$ cat config.mk
export PLATFORM = sky130hd
export DESIGN_NAME = mul_sequencer
export DESIGN_NICKNAME = d
export VERILOG_FILES = /design/src/rtl/mul_pkg.sv /design/src/rtl/settle_counter.sv /design/src/rtl/mul_sequencer.sv
export SDC_FILE = /design/constraint.sdc
export NUM_CORES = 1
export LEC_CHECK = 0
export ABC_AREA = 1
export BUFFER_PORTS_ARGS = -buffer_cell sky130_fd_sc_hd__buf_2
export CORE_MARGIN = 3
export CORE_UTILIZATION = 50
export DETAILED_ROUTE_END_ITERATION = 10
export GPL_TIMING_DRIVEN = 0
export PLACE_DENSITY = 0.91
export SLEW_MARGIN = 20
export SYNTH_ARGS = -nofsm -noshare
export SYNTH_HDL_FRONTEND = slang
export SYNTH_HIERARCHICAL = 1
export SYNTH_SLANG_ARGS = --single-unit
$ cat constraint.sdc
create_clock -name in_clk -period 3.5 [get_ports in_clk]
set_clock_uncertainty 0.05 [all_clocks]
set_input_delay 0.7 -clock in_clk [delete_from_list [all_inputs] [get_ports in_clk]]
set_output_delay 0.7 -clock in_clk [all_outputs]
set_load 0.02 [all_outputs]
$ cat src/rtl/mul_pkg.sv
// Shared types and constants for the multiplier sequencing stage.
package mul_pkg;

    localparam int unsigned DATA_W            = 32;
    localparam int unsigned PROD_W            = 64;
    localparam int unsigned CNT_W             = 4;
    localparam int unsigned SETTLE_CYCLES_DEF = 2;

    typedef enum logic {
        IDLE   = 1'b0,
        SETTLE = 1'b1
    } state_t;

    // High word is not a pure sign extension of the low word.
    function automatic logic prod_overflow(input logic [PROD_W-1:0] p);
        return p[PROD_W-1:DATA_W] != {DATA_W{p[DATA_W-1]}};
    endfunction

endpackage

$ cat src/rtl/settle_counter.sv
// Down-counter that times the multiplier settle window.
module settle_counter
    import mul_pkg::*;
(
    input  logic             clk,
    input  logic             rst_n,
    input  logic             load,
    input  logic             dec,
    input  logic [CNT_W-1:0] load_value,
    output logic             zero_c
);

    logic [CNT_W-1:0] cnt;

    // Load on accept, otherwise count down and hold at zero.
    always_ff @(posedge clk or negedge rst_n) begin
        if (!rst_n) begin
            cnt <= '0;
        end else if (load) begin
            cnt <= load_value;
        end else if (dec && (cnt != '0)) begin
            cnt <= cnt - CNT_W'(1);
        end
    end

    assign zero_c = (cnt == '0);

endmodule

$ cat src/rtl/mul_sequencer.sv
// Start/settle/capture control around the external combinational multiplier.
module mul_sequencer
    import mul_pkg::*;
#(
    parameter int unsigned SETTLE_CYCLES = SETTLE_CYCLES_DEF
)(
    input  logic              in_clk,
    input  logic              in_rst_n,
    input  logic              in_start,
    input  logic              in_abort,
    input  logic [DATA_W-1:0] in_x,
    input  logic [DATA_W-1:0] in_y,
    output logic [DATA_W-1:0] out_mul_x,
    output logic [DATA_W-1:0] out_mul_y,
    input  logic [PROD_W-1:0] in_product,
    output logic              out_busy,
    output logic              out_done,
    output logic [DATA_W-1:0] out_hi,
    output logic [DATA_W-1:0] out_lo,
    output logic              out_overflow
);

    localparam logic [CNT_W-1:0] CNT_LOAD = CNT_W'(SETTLE_CYCLES - 1);

    state_t            state_q, state_d;
    logic [DATA_W-1:0] mul_x_d, mul_y_d, hi_d, lo_d;
    logic              busy_d, done_d, ovf_d;
    logic              cnt_load, cnt_dec, cnt_zero;

    settle_counter u_settle_counter (
        .clk        (in_clk),
        .rst_n      (in_rst_n),
        .load       (cnt_load),
        .dec        (cnt_dec),
        .load_value (CNT_LOAD),
        .zero_c     (cnt_zero)
    );

    // State and registered outputs.
    always_ff @(posedge in_clk or negedge in_rst_n) begin
        if (!in_rst_n) begin
            state_q      <= IDLE;
            out_mul_x    <= '0;
            out_mul_y    <= '0;
            out_hi       <= '0;
            out_lo       <= '0;
            out_overflow <= 1'b0;
            out_done     <= 1'b0;
            out_busy     <= 1'b0;
        end else begin
            state_q      <= state_d;
            out_mul_x    <= mul_x_d;
            out_mul_y    <= mul_y_d;
            out_hi       <= hi_d;
            out_lo       <= lo_d;
            out_overflow <= ovf_d;
            out_done     <= done_d;
            out_busy     <= busy_d;
        end
    end

    // Next state and next output values; abort wins over both start and capture.
    always_comb begin
        state_d  = state_q;
        mul_x_d  = out_mul_x;
        mul_y_d  = out_mul_y;
        hi_d     = out_hi;
        lo_d     = out_lo;
        ovf_d    = out_overflow;
        busy_d   = out_busy;
        done_d   = 1'b0;
        cnt_load = 1'b0;
        cnt_dec  = 1'b0;

        case (state_q)
            IDLE: begin
                if (in_start && !in_abort) begin
                    mul_x_d  = in_x;
                    mul_y_d  = in_y;
                    cnt_load = 1'b1;
                    busy_d   = 1'b1;
                    state_d  = SETTLE;
                end
            end
            SETTLE: begin
                if (in_abort) begin
                    busy_d  = 1'b0;
                    state_d = IDLE;
                end else if (cnt_zero) begin
                    hi_d    = in_product[PROD_W-1:DATA_W];
                    lo_d    = in_product[DATA_W-1:0];
                    ovf_d   = prod_overflow(in_product);
                    done_d  = 1'b1;
                    busy_d  = 1'b0;
                    state_d = IDLE;
                end else begin
                    cnt_dec = 1'b1;
                end
            end
            default: begin
                busy_d  = 1'b0;
                state_d = IDLE;
            end
        endcase
    end

endmodule

Word level (Yosys, flattened, before mapping) --
Cells that the tools add are included.
Word-level totals: flip-flop bits (word level) 136, bits of input ports 132, output and inout port bits 131, logic and storage cells 39
Cells by class: add/sub/neg operators 1, equality and inequality tests 3, muxes and demuxes 15, bitwise operators 2, reduce and logical (&&, ||, !) cells 9
Operators with widths (count):
- $ne A32 B32 Y1 | 1
- $mux W1 | 11
- $mux W4 | 2
- $logic_not A4 Y1 | 1
- $pmux W1 S2 | 2
- $reduce_and A2 Y1 | 2
- $reduce_bool A4 Y1 | 1
- $sub A4 B1 Y4 const B | 1
- $ne A3 B2 Y1 const B | 1
- $reduce_and A3 Y1 | 1
- $logic_and A1 B1 Y1 | 2
- $ne A2 B2 Y1 const B | 1
- $not A1 Y1 | 2
- $reduce_bool A2 Y1 | 1
- $logic_not A1 Y1 | 1

Depth between registers and ports, before layout --
depth in word-level cells 7, mapped depth 11, depth with buffers taken out 11

Cells and area by module --
The synthesis kept the hierarchy.
By module, submodules not included:
- mul_sequencer | instances 1, cells each 622, area an instance 5298.8 sq um, seq. area each 3303.2 sq um
- settle_counter | instances 1, cells each 46, area an instance 295.3 sq um, seq. area each 100.1 sq um

Worst setup path after synthesis --
No wires, ideal clock.
path type register -> register, start point register u_settle_counter.cnt[0], end point register u_settle_counter.cnt[3], setup time 116 ps, arrival 1457 ps, data required time 3334 ps, setup slack 1876 ps, stages on the path, launching flop included 10, buffers on the path 0, period minus slack after synthesis 1624 ps, path through dfrtp_1 > inv_1 > ha_1 > nand2_2 > inv_1 > nor3_1 > nand3b_1 > nand2_1 > clkinv_1 > nand2_1
Between the ends: cells in the longest elaborated chain, start to end 6
RTL lines:
- start, declared | line settle_counter.sv:13 | logic [CNT_W-1:0] cnt;
- start signal, assigned | line settle_counter.sv:20 | cnt <= load_value;
- start signal, assigned | line settle_counter.sv:22 | cnt <= cnt - CNT_W'(1);
- $logic_not A4 Y1 | line settle_counter.sv:26 | assign zero_c = (cnt == '0);
- net cnt_zero | line mul_sequencer.sv:28 | logic cnt_load, cnt_dec, cnt_zero;
- $mux W1 | line mul_sequencer.sv:89 | end else if (cnt_zero) begin
- $mux W1 | line mul_sequencer.sv:86 | if (in_abort) begin
- $mux W1 | line mul_sequencer.sv:75 | case (state_q)
- net cnt_dec | line mul_sequencer.sv:28
- $logic_and A1 B1 Y1 | line settle_counter.sv:21 | end else if (dec && (cnt != '0)) begin
- $reduce_bool A2 Y1 (no line)
The timed path passes the listed nets, and every way through them passes these cells. The select of a mux whose other input is x is not followed. A chain may end at the register's enable or synchronous reset.

Worst setup path in the final report --
start point register u_settle_counter.cnt[0], end point register out_lo[4]
Between the ends: cells in the longest elaborated chain, start to end 2
RTL lines:
- $logic_not A4 Y1 | line settle_counter.sv:26
- net cnt_zero | line mul_sequencer.sv:28
- $reduce_and A3 Y1 (no line)
- end signal, assigned | line mul_sequencer.sv:55 | out_lo <= lo_d;
- end, declared | line mul_sequencer.sv:19 | output logic [DATA_W-1:0] out_lo,
The timed path passes the listed nets, and every way through them passes these cells.

==> metrics <==
P_sw=between 0.002 and 0.003 W; part of the power in registers=0.379; pre-CTS WS=about 1.6 ns; Residual DRC=0; share of cells above drive strength 1=0.341; CTS tree=built; commonest non-fill, non-tap cell in the layout=nand2_1; VDD IR max=~0.47 mV; DR iter-0 viols=roughly 380; Die Ht=112 um; Power Density=854 nW/um2; hold bufs inserted after CTS=0; Final Critical Period=approximately 1.8 ns; H-tree Lvls=4; GRT overflow=0; Skew-Pair Late Insertion Delay=around 0.5 ns; element type at the critical path end=register; clock tree sinks=approximately 140; Die Width=between 100 and 150 um; most frequent cells in the layout=nand2_1, buf_2, dfrtp_1; Initial Util=0.528; Via density=a little under 5; dpl cells=roughly 1100; floorplan core area=approximately 11000 um2; HPWL Detailed=roughly 12000 um; final instance area=around 7700 um2; largest cells by area after synthesis=dfrtp_1, nand2_1, nor2_1; period utilization=0.521; final hold violation count=0; largest net degree at the start of global routing=85; site row count=37; Startpoint Class=register; buffer levels on the longest clock path=2; Yosys reg bits=approximately 140; setup slack, reg-to-reg=between 1.5 and 2 ns; unrepaired setup endpoints after global routing=false; Port Buf Inserts=~260; post-synth cell types=23; Total GRT Usage=0.257; Clock transition at path regs=0.07 ns; met3 wire length=roughly 1300 um; min-delay worst type=in -> async; CTS resizes=0; gpl congestion=0.878; fillers=between 800 and 900; cell leakage power=around 4.6 nW; setup_tns=0 ns; global-route wire length before repair=roughly 26000 um; worst r2r src=u_settle_counter/cnt[0]; fmax=0.549 GHz; Int Pwr=~0.0040 W; Final Worst Setup Slack=roughly 1.7 ns; final non-filler cell total=1101; Die Area=12500 um2; Vias=between 5000 and 6000; Net Sw Frac=0.394; highest fanout seen on the critical path=10; maxcap violations=0; final WL=roughly 16000 um; routed len/inst=between 10 and 15 um; area of the mapped netlist=about 5600 um2; Area Growth Syn to Fin=37.7%; drt first pass iters=5; Antenna Nets Post-Route=0; total CTS buffers=17; Register-to-Register Path Depth=9; Rel. slew slack=0.642; WL met2=7910 um; r2r endpoint=out_lo[4]; Comb power frac=0.356; sequential fraction of the synthesis area=0.608; Worst EP arrival=~2.2 ns; Max Slew Vio Count=0; setup violators final=0; ANT cells=0; Placed Instance Area=roughly 7100 um2; Post-Route M1 WL=~6200 um; share of the synthesized area in the top cell type=0.608; Final Power=approximately 0.0066 W; CTS root buf=clkbuf_8; max layer used=met4; area leader, netlist=dfrtp_1; YS warnings=6; CP Class=reg -> reg; Slew @ Worst Pin=0.533 ns; critical path data required time=a little under 4 ns; clock power share=0.265; Setup Fix Bufs, Post-CTS=0; Synth Instances=~670; vias in the first global route=5349; nets=approximately 1100; syn_area_per_cell=approximately 8.4 um2; IO Count=263; outcome=finished, final reports clean; initial antenna violation count=0
==> synth_stat cells <==
cell type / n
ha_1: 1
nand3_4: 1
buf_2: 8
inv_1: 20
nand3_1: 6
buf_6: 7
nand2_2: 2
dfrtp_1: 136
nand2_4: 1
or2_1: 1
nor2_2: 1
nand2_1: 411
clkinv_1: 1
inv_2: 5
conb_1: 2
nor3_1: 4
clkbuf_1: 4
buf_4: 8
o21ai_0: 17
nand3_2: 1
or2_2: 1
nor2_1: 25
nand3b_1: 5
==> registers in the layout, indices dropped and copies added (netlist names) <==
| signal | flops |
|---|---|
| out_mul_y | 32 |
| out_busy | 1 |
| out_lo | 32 |
| u_settle_counter/cnt | 4 |
| out_overflow | 1 |
| out_mul_x | 32 |
| out_done | 1 |
| state_q | 1 |
| out_hi | 32 |
==> cells by family after synthesis <==
family	after synthesis	share of synthesized area
simple gates	459	0.321
flops	136	0.608
buf+inv	53	0.0521
compound gates	17	0.0152
other cells	2	0.00134
fa+ha+maj	1	0.00224
==> per-stage QoR <==
| step | hold slack, ns | util |
|---|---|---|
| 4_1_cts | 0.0430 | 0.726 |
| 5_1_grt | 0.0588 | 0.726 |
| 6_report | 0.0482 | 0.726 |
| 2_1_floorplan | 0.354 | - |
| 3_5_place_dp | 0.410 | 0.672 |
| 3_3_place_gp | 0.407 | 0.668 |
==> worst max-delay path: stages, from the launching register on <==
cell     delay (ns)
dfrtp_1        0.39
inv_1          0.10
ha_1           0.22
nand2_2        0.09
inv_1          0.11
nand3_4        0.16
inv_2          0.17
buf_2          0.29
nand2_1        0.10
nand2_1        0.08
==> per-layer routing <==
layer | global-route usage | up-vias
met5 | 0 | -
met4 | 0.0957 | 0
met3 | 0.0668 | 36
met2 | 0.433 | 252
met1 | 0.319 | 2443
li1 | - | 2580
==> final cells by class <==
class                   count  area (um2)  share of cell area
inverters                  26        97.6              0.0127
clock inverters            14         163              0.0211
clock buffers              18         418              0.0543
well taps                 136         170              0.0221
plain buffers              27         194              0.0252
flip-flops and latches    136        3400               0.442
repair buffers            263        1350               0.175
multi-input cells         481        1910               0.248
==> power groups by stage <==
stage | registers (W) | logic (W) | clock network, W
after global routing | 0.00256 | 0.00257 | 0.00185
after floorplan | 0.00319 | 0.000695 | 0
after global placement | 0.00248 | 0.00229 | 0
after detailed placement | 0.00249 | 0.00237 | 0
after CTS | 0.00249 | 0.00237 | 0.00178
final | 0.00249 | 0.00234 | 0.00175
==> how the worst max path moves through the flow <==
stage / startpoint / endpoint / slack, ns
floorplan: u_settle_counter/cnt[0] / u_settle_counter/cnt[3] / 1.88
global placement: in_rst_n / out_hi[3] / -0.09
finish: u_settle_counter/cnt[0] / out_lo[4] / 1.68
CTS: u_settle_counter/cnt[0] / out_lo[4] / 1.64
global route: u_settle_counter/cnt[0] / out_lo[3] / 1.51
detailed placement: in_abort / u_settle_counter/cnt[3] / 1.60
Power figures use the tool's default switching activity.
